<file path="config.mk">
export PLATFORM = sky130hd
export DESIGN_NAME = sa_result_collector
export DESIGN_NICKNAME = d
export VERILOG_FILES = /design/src/rtl/sa_result_collector.sv
export SDC_FILE = /design/constraint.sdc
export NUM_CORES = 1
export LEC_CHECK = 0
export CORE_UTILIZATION = 53
export CTS_BUF_LIST = sky130_fd_sc_hd__clkbuf_4 sky130_fd_sc_hd__clkbuf_8
export CTS_CLUSTER_SIZE = 30
export DETAILED_ROUTE_END_ITERATION = 8
export PLACE_DENSITY = 0.89
export REMOVE_ABC_BUFFERS = 1
export SLEW_MARGIN = 15
export SYNTH_ARGS = -nofsm -noshare
export SYNTH_HDL_FRONTEND = slang
export SYNTH_SLANG_ARGS = --single-unit
</file>
<file path="constraint.sdc">
create_clock -name clk -period 2.7 [get_ports clk]
set_input_delay 0.405 -clock clk [delete_from_list [all_inputs] [get_ports clk]]
set_output_delay 0.405 -clock clk [all_outputs]
set_load 0.05 [all_outputs]
</file>
<file path="src/rtl/sa_result_collector.sv">
// Result collector for the systolic array: deskews column outputs into whole rows,
// buffers them for addressed reads, and tracks row count, completion and error flags.
module sa_result_collector #(
  parameter int N    = 3,
  parameter int OW   = 16,
  parameter int ROWS = 4,
  parameter int AW   = 2
) (
  input  logic              clk,
  input  logic              rst,
  input  logic              i_start,
  input  logic [N-1:0]      i_col_valid,
  input  logic [N*OW-1:0]   i_col_data,
  input  logic              i_rd_en,
  input  logic [AW-1:0]     i_rd_addr,
  output logic [N*OW-1:0]   o_rd_data,
  output logic              o_rd_valid,
  output logic [AW:0]       o_row_count,
  output logic              o_busy,
  output logic              o_done,
  output logic              o_skew_err,
  output logic              o_overflow
);

  typedef enum logic [1:0] {
    ST_IDLE    = 2'd0,
    ST_COLLECT = 2'd1,
    ST_DONE    = 2'd2
  } state_t;

  state_t            r_state;
  state_t            w_next;
  logic              w_flush;
  logic              w_av;
  logic              w_mis;
  logic              w_wr;
  logic              w_err_set;
  logic              w_ovf_set;
  logic              w_rd_hit;
  logic [N-1:0]      w_dv;
  logic [N*OW-1:0]   w_row;
  logic [N*OW-1:0]   r_buf [ROWS];
  logic [AW:0]       r_row_count;
  logic              r_busy;
  logic              r_done;
  logic              r_skew_err;
  logic              r_overflow;
  logic              r_rd_valid;
  logic [N*OW-1:0]   r_rd_data;

  // Pipeline is held empty in IDLE and wiped on start, so nothing is captured then.
  assign w_flush = (r_state == ST_IDLE) || i_start;

  for (genvar j = 0; j < N; j++) begin : g_col
    localparam int D = N - 1 - j;
    logic w_in_v;
    assign w_in_v = i_col_valid[j] & ~w_flush;

    if (D == 0) begin : g_pass
      assign w_dv[j]            = w_in_v;
      assign w_row[j*OW +: OW]  = i_col_data[j*OW +: OW];
    end else begin : g_dly
      logic [D-1:0]  r_v;
      logic [OW-1:0] r_d [D];

      // Deskew delay line for this column.
      always_ff @(posedge clk) begin
        if (rst || w_flush) begin
          r_v <= '0;
          for (int k = 0; k < D; k++) r_d[k] <= '0;
        end else begin
          r_v[0] <= w_in_v;
          r_d[0] <= i_col_data[j*OW +: OW];
          for (int k = 1; k < D; k++) begin
            r_v[k] <= r_v[k-1];
            r_d[k] <= r_d[k-1];
          end
        end
      end

      assign w_dv[j]           = r_v[D-1];
      assign w_row[j*OW +: OW] = r_d[D-1];
    end
  end

  assign w_av     = &w_dv;
  assign w_mis    = (|w_dv) & ~w_av;
  assign w_rd_hit = i_rd_en && ({1'b0, i_rd_addr} < r_row_count);

  // Next-state and per-cycle actions; start overrides everything.
  always_comb begin
    w_next    = r_state;
    w_wr      = 1'b0;
    w_err_set = 1'b0;
    w_ovf_set = 1'b0;
    case (r_state)
      ST_IDLE: begin
        w_next = ST_IDLE;
      end
      ST_COLLECT: begin
        w_err_set = w_mis;
        if (w_av) begin
          w_wr = 1'b1;
          if (r_row_count == (AW+1)'(ROWS - 1)) begin
            w_next = ST_DONE;
          end else begin
            w_next = ST_COLLECT;
          end
        end else begin
          w_next = ST_COLLECT;
        end
      end
      ST_DONE: begin
        w_ovf_set = w_av;
        w_next    = ST_DONE;
      end
      default: begin
        w_next = ST_IDLE;
      end
    endcase
    if (i_start) begin
      w_next    = ST_COLLECT;
      w_wr      = 1'b0;
      w_err_set = 1'b0;
      w_ovf_set = 1'b0;
    end else begin
      w_next = w_next;
    end
  end

  // State, row counter, status and sticky flags.
  always_ff @(posedge clk) begin
    if (rst) begin
      r_state     <= ST_IDLE;
      r_row_count <= '0;
      r_busy      <= 1'b0;
      r_done      <= 1'b0;
      r_skew_err  <= 1'b0;
      r_overflow  <= 1'b0;
    end else begin
      r_state <= w_next;
      r_busy  <= (w_next == ST_COLLECT);
      r_done  <= (w_next == ST_DONE);
      if (i_start) begin
        r_row_count <= '0;
        r_skew_err  <= 1'b0;
        r_overflow  <= 1'b0;
      end else begin
        if (w_wr) r_row_count <= r_row_count + (AW+1)'(1);
        r_skew_err <= r_skew_err | w_err_set;
        r_overflow <= r_overflow | w_ovf_set;
      end
    end
  end

  // Result buffer storage; contents survive start and reset.
  always_ff @(posedge clk) begin
    if (w_wr) r_buf[r_row_count[AW-1:0]] <= w_row;
  end

  // Registered read port; data holds when no read is requested.
  always_ff @(posedge clk) begin
    if (rst) begin
      r_rd_valid <= 1'b0;
      r_rd_data  <= '0;
    end else if (i_rd_en) begin
      r_rd_valid <= w_rd_hit;
      r_rd_data  <= w_rd_hit ? r_buf[i_rd_addr] : '0;
    end else begin
      r_rd_valid <= 1'b0;
    end
  end

  assign o_rd_data   = r_rd_data;
  assign o_rd_valid  = r_rd_valid;
  assign o_row_count = r_row_count;
  assign o_busy      = r_busy;
  assign o_done      = r_done;
  assign o_skew_err  = r_skew_err;
  assign o_overflow  = r_overflow;

endmodule

</file>
# [Word level (Yosys, flattened, before mapping)]
# Memory sizes are Yosys's and may differ from the RTL's.
# Index checks and enable logic that the tools add are counted.
[totals] register_bits=61 ram_bits=240 in_bits=57 word_cells=61 memories=3
[mem_list] memory="r_buf" depth=4 word_bits=48 rd=1 rd_clocked_by_memory_dff=0 wr=1 line="42" text="logic [N*OW-1:0] r_buf [ROWS];"
[mem_list] memory="g_col[0].g_dly.r_d" depth=2 word_bits=16 rd=2 rd_clocked_by_memory_dff=0 wr=2 line="64" text="logic [OW-1:0] r_d [D];"
[mem_list] memory="g_col[1].g_dly.r_d" depth=1 word_bits=16 rd=1 rd_clocked_by_memory_dff=0 wr=1 line="64"
[classes] n_addsub=1 n_lt_le_gt_ge=1 n_eq_ne=5 mux=21 bitwise=11 n_reduce_logical=9
[op_table] op="2-to-1 mux 16 bit" n=3
[op_table] op="2-to-1 mux 48 bit" n=1
[op_table] op="OR reduction 16 bit" n=1
[op_table] op="2-to-1 mux 1 bit" n=13
[op_table] op="2-to-1 mux 2 bit" n=3
[op_table] op="bitwise AND 1 bit" n=4
[op_table] op="equality test 2 x 1 -> 1 bit (second input constant)" n=2
[op_table] op="equality test 2 bit (second input constant)" n=2
[op_table] op="bitwise OR 1 bit" n=4
[op_table] op="one-hot mux 2 bit (2 select lines)" n=1
[op_table] op="OR reduction 2 bit" n=2
[op_table] op="adder 3 x 1 -> 3 bit (second input constant)" n=1
[op_table] op="equality test 3 x 2 -> 1 bit (second input constant)" n=1
[op_table] op="less-than comparator 2 x 3 -> 1 bit" n=1
[op_table] op="inverter 1 bit" n=3
[op_table] op="AND reduction 3 bit" n=1
[op_table] op="OR reduction 3 bit" n=1
[op_table] op="logical NOT 2 bit" n=1
[op_table] op="logical OR 1 bit" n=2
[op_table] op="logical AND 1 bit" n=1

# [Logic depth before layout (Yosys ltp)]
# Gate-level depths: netlist of run 1.
[logic_depth] ltp_word=10 mapped_depth=7

# [Worst setup path before layout of run 1]
# No wires, ideal clock.
[synth_timing] path_type="flip-flop to flip-flop" startpoint="register r_state[0]" endpoint="memory r_buf[0][0] (netlist bit), enable pin" setup_time_ns=0.411 arrival_ns=2.412 required_time_ns=2.289 slack_ns=-0.122 path_stages_with_launch=7 cell_sequence="dfxtp_1 > inv_1 > ha_1 > nor3b_2 > and3_1 > buf_2 > and2_1"
[synth_via] elab_chain_cells=10 elab_cells_between_ends=11 cone_classes="1 x eq/ne; 5 x mux; 2 x bitwise; 3 x reduce/logical"
[synth_rtl] element="start, declared" line="31" text="state_t r_state;"
[synth_rtl] element="start signal, assigned" line="141" text="r_state <= w_next;"
[synth_rtl] element="logical NOT 2 bit" line="52" text="assign w_flush = (r_state == ST_IDLE) || i_start;"
[synth_rtl] element="logical OR 1 bit" line="52"
[synth_rtl] element="inverter 1 bit" line="57" text="assign w_in_v = i_col_valid[j] & ~w_flush;"
[synth_rtl] element="bitwise AND 1 bit" line="57"
[synth_rtl] element="AND reduction 3 bit" line="86" text="assign w_av = &w_dv;"
[synth_rtl] element="2-to-1 mux 1 bit" line="102" text="if (w_av) begin"
[synth_rtl] element="2-to-1 mux 1 bit *" line="96" text="case (r_state)"
[synth_rtl] element="2-to-1 mux 1 bit *" line="121" text="if (i_start) begin"
[synth_rtl] element="2-to-1 mux 1 bit *" line="158" text="if (w_wr) r_buf[r_row_count[AW-1:0]] <= w_row;"
[synth_rtl] element="2-to-1 mux 1 bit (not written as such) *" line="158"
[synth_rtl] element="end, declared" line="42"
# Mark *: on every way between the ends. The rest lies on a longest branch, timed or not.

# [Worst setup path in the final report of run 1]
[layout_timing] startpoint="register r_row_count[0], in the netlist o_row_count[0]" endpoint="output o_row_count[0]"
[layout_rtl] element="start, declared" line="43" text="logic [AW:0] r_row_count;"
[layout_rtl] element="start signal, assigned" line="149" text="if (w_wr) r_row_count <= r_row_count + (AW+1)'(1);"
[layout_rtl] element="end, declared" line="18" text="output logic [AW:0] o_row_count,"
# No word-level cell between the ends.

==> results of run 1 <==
## sequential cells by signal (all words and copies together) (netlist names), 2 cells and up
name / count
r_state: 2
o_rd_data: 48
g_col.g_dly.r_v: 3
g_col.g_dly.r_d: 48
r_buf: 192
o_row_count: 3
## layer usage
metal / share of wire [%] / vias to the layer above
met2: 49 / 245
li1: - / 2610
met5: 0 / -
met4: 3.6 / 0
met1: 40 / 2827
met3: 7.1 / 52
## cell usage after synthesis
library cell	count
o21ai_0	1
a41oi_1	2
ha_1	9
mux2i_1	2
edfxtp_1	192
mux4_2	48
a31oi_1	2
nor2b_1	1
a2111oi_2	1
nor3_1	3
buf_2	5
and3_1	2
nor3b_2	2
clkinv_1	6
o311ai_2	1
clkbuf_1	21
buf_6	1
buf_12	3
inv_1	97
and2_1	58
nor2_1	4
nand2_1	9
o31ai_1	2
dfxtp_1	109
o32ai_1	48
buf_4	4
## cell families (layout without fill, tap and decap cells)
group           Yosys count  count (layout)  share of synthesized area [%]
flops                   301             301                          74.10
buf+inv                 137             315                          5.518
simple gates             79              79                          4.386
compound gates           57              57                          4.678
mux                      50              50                          10.27
fa+ha+maj                 9               9                          1.050
## where the power goes
| group | leakage, uW | switching [uW] | total, uW | internal, uW |
|---|---|---|---|---|
| clock network | 0.000494 | 1640 | 3700 | 2060 |
| logic | 0.00147 | 247 | 465 | 217 |
| registers | 0.00262 | 21.6 | 4920 | 4900 |
| total | 0.00458 | 1910 | 9090 | 7180 |
## path summary, 6_finish.rpt
path	from	to
worst min-delay path	rst	o_overflow
worst max-delay path	o_row_count[0]	o_row_count[0]
worst min register to register	g_col[0].g_dly.r_d[0][14]	g_col[0].g_dly.r_d[0][30]
worst max register to register	o_row_count[1]	o_rd_data[10]
## area by class of cell
type                    instances  area (um^2)
flip-flops and latches        301         7948
clock inverters                16        111.4
clock buffers                  68        823.3
multi-input cells             195         2206
repair buffers                128         1299
inverters                     103        386.6
fillers                      1315         6549
well taps                     265        331.6
## worst register-to-register path: stages (launching register included)
cell and delay [ns]:
dfxtp_1 0.41, inv_1 0.11, ha_1 0.29, nor2_1 0.06, o311ai_4 0.58, buf_4 0.38
o32ai_1 0.15
## stage by stage
| step | hold WS (ns) | power [uW] |
|---|---|---|
| after floorplan | 0.4057 | 5241 |
| after global placement | 0.4097 | 5477 |
| after detailed placement | 0.4097 | 5488 |
| after CTS | 0.07598 | 9179 |
| after global routing | 0.08935 | 9422 |
| final | 0.1031 | 9092 |
==> results by group, run 1 <==
Placed design
  • Estimated wirelength of the detail-placed design: 12.26 mm
  • Count of buffers from port buffering: about 110
  • Placement Cell Area: about 12,000 um^2
  • Placed instance count: between 900 and 1,000
  • Final estimated routing congestion in global placement: 0.7782
  • Worst setup slack after placement: around 0.27 ns

Worst setup path
  • Kind of launch point of the worst setup path: flip-flop
  • Req. time, crit path: about 2.3 ns
  • Reg2reg setup slack: 0.59 ns
  • Worst reg-to-reg path cell count: 6
  • CP Buf/Inv Count: 1
  • Chain of cells forming the critical path: clkdlybuf4s50_1
  • Largest fanout of any net on the critical path: 6
  • Arrival time reported for the critical path endpoint: roughly 1.8 ns
  • Crit path max-delay family: buffers and inverters
  • Largest stage delay, worst path: between 0.8 and 0.9 ns
  • Max stage delay cell, worst path: clkdlybuf4s50_1
  • Stages on the worst setup path: 1
  • Category of the critical setup timing path: reg2out
  • Setup crit end kind: output port

Floorplan
  • Boundary pin count: 113
  • Placeable core region: a little under 20,000 um^2
  • Initial core utilization: between 50% and 60%
  • Overall die area: between 20,000 and 25,000 um^2
  • Die height: 144.3 um
  • Count of standard-cell rows: a little over 50
  • Floorplan die width: around 140 um

Pwr
  • Peak supply drop: between 400 and 500 uV
  • Power density of the placed cells: about 700 nW/um^2
  • Total leakage power: roughly 0.0046 uW

GRT
  • Met3 Use GR: under 10%
  • Pin count of the biggest net entering global routing: about 50
  • Layer with the highest usage after global routing: met2
  • Total GRT Usage: approximately 20%
  • Number of global-route vias before repair: just under 6,000
  • M2 GR Usage: 32.90%
  • Initial antenna violation count: 0
  • Wire length of the first global-routing pass: between 30 and 40 mm
  • Met1 track utilization from global routing: 25.12%
  • GR Overflow Total: 0

Cells and area
  • Number of antenna diodes: 0
  • Area Overhead vs Synth: 22.19%
  • Most common cell after layout, fill and taps aside: edfxtp_1
  • Post-route cell area: approximately 13,000 um^2
  • Most frequent cells in the layout: edfxtp_1, dfxtp_1, clkdlybuf4s50_1
  • Final standard cell utilization of the core: 66.68%
  • Fraction of final layout cells sized beyond drive strength 1: around a fifth
  • Post-Layout Cell Count: ~1,100
  • Total Nets Final: between 800 and 900

STA
  • Total count of max-transition violations in the final report: 0
  • Fin crit share: 82.90%
  • Worst-case headroom to the max-slew limit: between 50% and 60%
  • Achievable clock frequency: about 0.45 GHz
  • Final Hold Viols: 0
  • Clock period minus worst slack: between 2 and 2.5 ns
  • Final setup viols: 0
  • Setup tns final: 0 ns
  • Worst path setup slack after routing: between 0.4 and 0.5 ns
  • Setup repair after global routing missed its margin: no
  • Worst clock skew: roughly 0.032 ns
  • Transition time of the tightest slew-check pin: just under 0.7 ns

Clocking
  • PostCTS Resize Cnt: 0
  • TritonCTS clock tree: built
  • Buffer count from post-CTS setup fixing: 0
  • Clock latency reported for the late side of the worst-skew pair: between 0.5 and 0.6 ns
  • Number of CTS-inserted buffers: 45
  • Total clock sinks: about 300
  • Clock transition at path regs: 0.06 ns
  • Hold bufs inserted after CTS: 0
  • Root Driver: clkbuf_8
  • Maximum level of the CTS H-tree: 2
  • Buffers from clock root to sink, at most: 3

Min path
  • Number of cells on the worst hold path: 2
  • Path type of the worst min-delay path: in2reg

Synthesis
  • Sequential cell area fraction in the yosys report: 74.10%
  • Top cells by area, synth: edfxtp_1, dfxtp_1, mux4_2
  • Netlist area before placement: ~11,000 um^2
  • Post-synthesis cell type count: 26
  • #FFs+latches synth: ~300
  • Yosys warning total: 0
  • Leading area contributor after synthesis: edfxtp_1
  • Share of the synthesized area in the top cell type: 53.76%
  • Count of mapped cells out of synthesis: about 630
  • Synthesized area per cell: 16.94 um^2

Run status
  • Result of the run: finished clean

Route
  • Average wire per standard cell: 18.22 um
  • Number of antenna-violating nets in the routed design: 0
  • Total via count after detailed routing: roughly 5,700
  • Routed wire length: 19.61 mm
  • Ratio of routed vias to standard cells: 5.329
  • First-pass iteration count of the detailed router: 5
  • Post-route DRC violation count: 0
  • Starting DRT DRC Count: a little over 300

Job
  • MaxCap Viol Count: 0
Power figures use the tool's default switching activity.
==> run 2: changes to the inputs <==
clock period = 2 ns   (was 2.7 ns; I/O delays follow)
==> results by group, run 2 (synthesized netlist as in run 1, its figures left out) <==
Worst setup path
  • Max stage delay cell, worst path: clkdlybuf4s50_1
  • Worst reg-to-reg path cell count: 6 (unchanged)
  • Critical R2R Launch: r_state[0]
  • Kind of launch point of the worst setup path: flip-flop
  • Req. time, crit path: 1.70 ns (-0.60 ns)
  • Chain of cells forming the critical path: clkdlybuf4s50_1
  • Largest stage delay, worst path: 0.80 ns (-0.06 ns)
  • Category of the critical setup timing path: reg2out
  • Arrival time reported for the critical path endpoint: 1.66 ns (-0.17 ns)
  • Crit path max-delay family: buffers and inverters
  • Setup crit end kind: output port
  • Largest fanout of any net on the critical path: 2 (-4)
  • R2R Path End: r_buf[1][0]
  • CP Buf/Inv Count: 1 (unchanged)
  • Reg2reg setup slack: 0.15 ns (-0.44 ns)

Floorplan
  • Die height: 144.3 um (unchanged)
  • Placeable core region: 19,650 um^2 (unchanged)
  • Count of standard-cell rows: 51 (unchanged)
  • Initial core utilization: 54.57% (unchanged)
  • Overall die area: 20,810 um^2 (unchanged)
  • Boundary pin count: 113 (unchanged)
  • Floorplan die width: 144.3 um (unchanged)

Clocking
  • Clock latency reported for the late side of the worst-skew pair: 0.55 ns (about the same)
  • Clock transition at path regs: 0.06 ns (about the same)
  • TritonCTS clock tree: built
  • Root Driver: clkbuf_8
  • Total clock sinks: 301 (unchanged)
  • Number of CTS-inserted buffers: 47 (+4.4%)
  • Buffers from clock root to sink, at most: 3 (unchanged)
  • Maximum level of the CTS H-tree: 2 (unchanged)

Pwr
  • Design internal power: 9978 uW (+39%)
  • Power density of the placed cells: 943.5 nW/um^2 (+36%)
  • Power dissipated by switching net loads: 2588 uW (+35%)
  • Switching part of the total power: 20.59% (-0.42 points)
  • Sequential power share: 52.9% (-1.2 points)
  • Combinational share of power: 5.1% (about the same)
  • Clock Power Share: 42.0% (+1.3 points)
  • Peak supply drop: 483.0 uV (+13%)
  • Total leakage power: 0.005080 uW (+11%)

Route
  • Number of antenna-violating nets in the routed design: 0 (unchanged)
  • Post-route DRC violation count: 0 (unchanged)
  • First-pass iteration count of the detailed router: 6 (+1)
  • Routed wire length: 20.37 mm (+3.9%)
  • Ratio of routed vias to standard cells: 5.291 (-0.71%)
  • Starting DRT DRC Count: 384 (+24%)
  • Average wire per standard cell: 18.72 um (+2.7%)
  • Total via count after detailed routing: 5,757 (+0.40%)

Min path
  • Path type of the worst min-delay path: in2reg
  • Number of cells on the worst hold path: 2 (unchanged)
  • Endpoint with the worst hold slack: g_col[1].g_dly.r_d[0][14]
  • Launch point of the worst hold path: i_col_data[30]

GRT
  • Initial antenna violation count: 0 (unchanged)
  • Pin count of the biggest net entering global routing: 50 (-2.0%)
  • Wire length of the first global-routing pass: 31.58 mm (+2.6%)
  • Number of global-route vias before repair: 5,940 (-0.49%)
  • Total GRT Usage: 20.59% (+0.60 points)
  • GR Overflow Total: 0 (unchanged)

STA
  • Worst-case headroom to the max-slew limit: 59.85% (+6.0 points)
  • Total count of max-transition violations in the final report: 0 (unchanged)
  • Clock period minus worst slack: 1.957 ns
  • Final Hold Viols: 0 (unchanged)
  • Transition time of the tightest slew-check pin: 0.6023 ns (-0.08781 ns)
  • Setup tns final: 0 ns (unchanged)
  • Final setup viols: 0 (unchanged)
  • Setup repair after global routing missed its margin: no
  • Achievable clock frequency: approximately 0.51 GHz
  • Fin crit share: 97.86%
  • Worst clock skew: 0.01929 ns (-0.01277 ns)

Cells and area
  • Total Nets Final: 851 (+1.3%)
  • Area of combinational cells with multiple inputs: 2206 um^2 (unchanged)
  • Number of filler instances in the final layout: 1,304 (-0.84%)
  • Number of flip-flops under the largest register name: 192 (unchanged)
  • Post-route cell area: 13,320 um^2 (+1.6%)
  • Number of antenna diodes: 0 (unchanged)
  • Area Overhead vs Synth: 24.17%
  • Most common cell after layout, fill and taps aside: edfxtp_1
  • Fraction of final layout cells sized beyond drive strength 1: 19.81% (+0.82 points)
  • Seq. cell area: 7948 um^2 (unchanged)
  • Most frequent cells in the layout: edfxtp_1, dfxtp_1, inv_1

Placed design
  • Placement Cell Area: 12,330 um^2 (+1.3%)
  • Estimated wirelength of the detail-placed design: 13.27 mm (+8.3%)
  • Count of buffers from port buffering: 112 (unchanged)
  • Final estimated routing congestion in global placement: 0.7844 (+0.80%)

Job
  • MaxCap Viol Count: 0 (unchanged)

Run status
  • Result of the run: finished clean
==> run 2: cell types whose count changed in the layout (fill, tap and decap cells not counted) <==
cell,before,now
clkdlybuf4s50_1,108,56
dlygate4sd2_1,0,40
dlymetal6s2s_1,0,12
buf_12,6,14
bufinv_16,1,3
clkinv_1,13,15
clkbuf_4,18,17
clkbuf_8,50,51
dlygate4sd3_1,0,1
inv_8,1,0
==> run 2: power groups by stage <==
stage,combinational (uW),clock [uW],sequential [uW]
after CTS,645,5380,6650
after floorplan,204,0,6870
after detailed placement,652,0,6780
after global placement,638,0,6780
final,638,5280,6650
after global routing,682,5660,6650
==> run 2: timing repair <==
item / 4_1_cts / 5_1_grt
hold buffers: 1 / 0
buffers inserted: 0 / 0
endpoints found under the hold margin: 1 / 0
endpoints found under the setup margin: 40 / 12
resized for setup: 40 / 12
==> run 2: through the flow <==
step,utilization (%),std cells,power [uW],hold WS (ns),setup WS [ns]
floorplan,-,599,7076,0.3689,-1.169
global placement,62.74,1000,7414,0.4084,-0.006388
detailed placement,62.74,1000,7431,0.4097,-0.009341
CTS,67.61,1088,12670,0.2684,0.0008598
global route,67.76,1088,12990,0.2868,0.0001713
finish,67.76,1088,12570,0.3027,0.04273
==> run 2: per-layer routing <==
metal  up-vias  wire [um]  GRT usage (%)
met4         0        582          9.030
li1       2637          -              -
met5         -          0              0
met3        55       1216          4.503
met1      2836       8026          25.54
met2       229      10540          34.88
==> run 2: worst max-delay path by stage <==
stage	startpoint	end	slack, ns	depth (start not counted)
after floorplan	o_row_count[1]	o_rd_data[0]	-1.17	5
after global routing	o_rd_data[45]	o_rd_data[45]	0.0002	1
final	o_rd_data[45]	o_rd_data[45]	0.04	1
after CTS	o_rd_data[39]	o_rd_data[39]	0.0009	1
after global placement	i_start	r_buf[1][3]	-0.006	5
after detailed placement	i_start	r_buf[1][13]	-0.009	5
==> run 2: cell type report <==
type	count	area share, %
clock buffer	68	6.229
clock inverter	19	1.259
tap	265	2.490
multi-input combinational	195	16.56
inverter	103	2.903
sequential	301	59.68
timing repair buffer	137	10.88
==> run 3: changes to the inputs <==
CORE_MARGIN = 2   (was unset)
==> results by group, run 3 (synthesized netlist as in run 1, its figures left out) <==
Run status
  • Result of the run: finished clean

Cells and area
  • Fraction of final layout cells sized beyond drive strength 1: 21.21% (+1.4 points)
  • Most common cell after layout, fill and taps aside: edfxtp_1
  • Number of antenna diodes: 0 (unchanged)
  • Seq. cell area: 7948 um^2 (unchanged)
  • Most frequent cells in the layout: edfxtp_1, dfxtp_1, inv_1
  • Number of flip-flops under the largest register name: 192 (unchanged)
  • Final standard cell utilization of the core: 66.35% (-1.4 points)
  • Area Overhead vs Synth: 23.97%
  • Area of combinational cells with multiple inputs: 2207 um^2 (about the same)
  • Number of filler instances in the final layout: 1,335 (+2.4%)
  • Post-Layout Cell Count: 1,095 (+0.64%)
  • Total Nets Final: 853 (+0.24%)

GRT
  • Pin count of the biggest net entering global routing: 42 (-16%)
  • Total GRT Usage: 20.92% (+0.33 points)
  • Wire length of the first global-routing pass: 34.31 mm (+8.6%)
  • GR Overflow Total: 0 (unchanged)
  • Number of global-route vias before repair: 6,199 (+4.4%)
  • Initial antenna violation count: 0 (unchanged)

Worst setup path
  • Req. time, crit path: 1.70 ns (about the same)
  • Crit path max-delay family: buffers and inverters
  • CP Buf/Inv Count: 1 (unchanged)
  • Worst reg-to-reg path cell count: 6 (unchanged)
  • Category of the critical setup timing path: reg2out
  • Chain of cells forming the critical path: clkdlybuf4s50_1
  • Largest fanout of any net on the critical path: 1 (-1)
  • Kind of launch point of the worst setup path: flip-flop
  • Stages on the worst setup path: 1 (unchanged)
  • Arrival time reported for the critical path endpoint: 1.64 ns (-0.02 ns)
  • Setup crit end kind: output port
  • Largest stage delay, worst path: 0.79 ns (about the same)
  • Max stage delay cell, worst path: clkdlybuf4s50_1

STA
  • Final setup viols: 0 (unchanged)
  • Worst-case headroom to the max-slew limit: 63.39% (+3.5 points)
  • Setup repair after global routing missed its margin: no
  • Setup tns final: 0 ns (unchanged)
  • Final Hold Viols: 0 (unchanged)
  • Worst clock skew: 0.02974 ns (+0.01045 ns)
  • Total count of max-transition violations in the final report: 0 (unchanged)
  • Fin crit share: 96.90% (-0.97 points)
  • Transition time of the tightest slew-check pin: 0.5514 ns (-0.05088 ns)
  • Achievable clock frequency: 0.5160 GHz (+1.0%)
  • Clock period minus worst slack: 1.938 ns (-0.01933 ns)

Pwr
  • Total leakage power: 0.004975 uW (-2.1%)
  • Peak supply drop: 551.6 uV (+14%)
  • Power density of the placed cells: 954.2 nW/um^2 (+1.1%)
  • Overall power of the completed layout: 12,690 uW (+0.98%)

Route
  • Met1 WL: 8.282 mm (+3.2%)
  • Post-route DRC violation count: 0 (unchanged)
  • Number of antenna-violating nets in the routed design: 0 (unchanged)
  • Highest routed metal layer: met4
  • Starting DRT DRC Count: 397 (+3.4%)
  • First-pass iteration count of the detailed router: 7 (+1)
  • Total via count after detailed routing: 5,843 (+1.5%)
  • Routed length on met3: 1.485 mm (+22%)
  • Routed length on met2: 11.38 mm (+7.9%)
  • Average wire per standard cell: 19.84 um (+6.0%)
  • Routed wire length: 21.72 mm (+6.7%)
  • Ratio of routed vias to standard cells: 5.336 (+0.85%)

Floorplan
  • Count of standard-cell rows: 52 (+2.0%)
  • Boundary pin count: 113 (unchanged)
  • Die height: 146.3 um (+1.4%)
  • Overall die area: 21,390 um^2 (+2.8%)
  • Floorplan die width: 146.3 um (+1.4%)
  • Placeable core region: 20,040 um^2 (+2.0%)
  • Initial core utilization: 53.52% (-1.0 points)

Min path
  • Path type of the worst min-delay path: in2reg
  • Number of cells on the worst hold path: 2 (unchanged)

Clocking
  • TritonCTS clock tree: built
  • Maximum level of the CTS H-tree: 2 (unchanged)
  • Buffers from clock root to sink, at most: 3 (unchanged)
  • Clock latency reported for the late side of the worst-skew pair: 0.57 ns (+0.02 ns)
  • Total clock sinks: 301 (unchanged)
  • Clock transition at path regs: 0.06 ns (about the same)
  • Hold bufs inserted after CTS: 0 (-1)
  • Root Driver: clkbuf_8
  • Number of CTS-inserted buffers: 46 (-2.1%)

Placed design
  • Placed instance count: 1,009 (+0.90%)
  • Estimated wirelength of the detail-placed design: 13.93 mm (+5.0%)
  • Count of buffers from port buffering: 112 (unchanged)
  • Final estimated routing congestion in global placement: 0.7759 (-1.1%)

Job
  • MaxCap Viol Count: 0 (unchanged)
run 3: changes by cell type in the layout (fill, tap and decap cells not counted), sizes merged:
cell           before  now
clkinv             19   12
clkbuf             68   78
dlygate4sd2        40   53
dlymetal6s2s       12    1
bufinv              3    0
clkdlybuf4s50      56   53
clkinvlp            2    1
dlygate4sd3         1    0
buf                28   33
run 3: worst paths after layout:
kind                                 start                         to  slack [ns]
setup / recovery                    o_done                     o_done        0.06
hold / removal                         rst                 o_overflow        0.03
setup reg to reg                r_state[0]               r_buf[0][34]        0.10
hold reg to reg   g_col[0].g_dly.r_d[0][9]  g_col[0].g_dly.r_d[0][25]        0.41
run 3: metal layers:
layer / vias up / track usage (%)
met4: 0 / 7.864
met3: 47 / 5.094
met2: 237 / 36.53
met1: 2919 / 25.39
met5: - / 0
li1: 2640 / -
run 3: area by class of cell:
| type | count | area share [%] |
|---|---|---|
| flip-flops and latches | 301 | 59.77 |
| repair buffers | 140 | 10.42 |
| multi-input cells | 195 | 16.60 |
| inverters | 103 | 2.908 |
| clock buffers | 78 | 7.415 |
| well taps | 270 | 2.541 |
| clock inverters | 8 | 0.3482 |
run 3: metrics by stage:
stage	instance area, um^2	hold slack (ns)	setup WS (ns)
2_1_floorplan	10520	0.3689	-1.169
3_3_place_gp	12330	0.4105	0.001548
3_5_place_dp	12330	0.4097	-0.04132
4_1_cts	13290	0.001237	0.008734
5_1_grt	13300	0.0006475	0.006348
6_report	13300	0.03337	0.06206
run 3: power breakdown:
part	total, uW	switching (uW)	internal [uW]
clock	5400	2290	3110
sequential	6650	29.8	6620
combinational	637	352	286
total	12700	2670	10000
run 3: worst reg2reg max path: cells and delay by family, from the launching register on:
| kind | cells | cell delay, ns |
|---|---|---|
| simple gates | 3 | 0.75 |
| flops | 1 | 0.33 |
| buf+inv | 2 | 0.27 |
| fa+ha+maj | 1 | 0.25 |
run 3: repair_timing:
action / 4_1_cts / 5_1_grt
setup endpoints to repair: 53 / 156
setup buffers: 0 / 0
resized for setup: 53 / 2
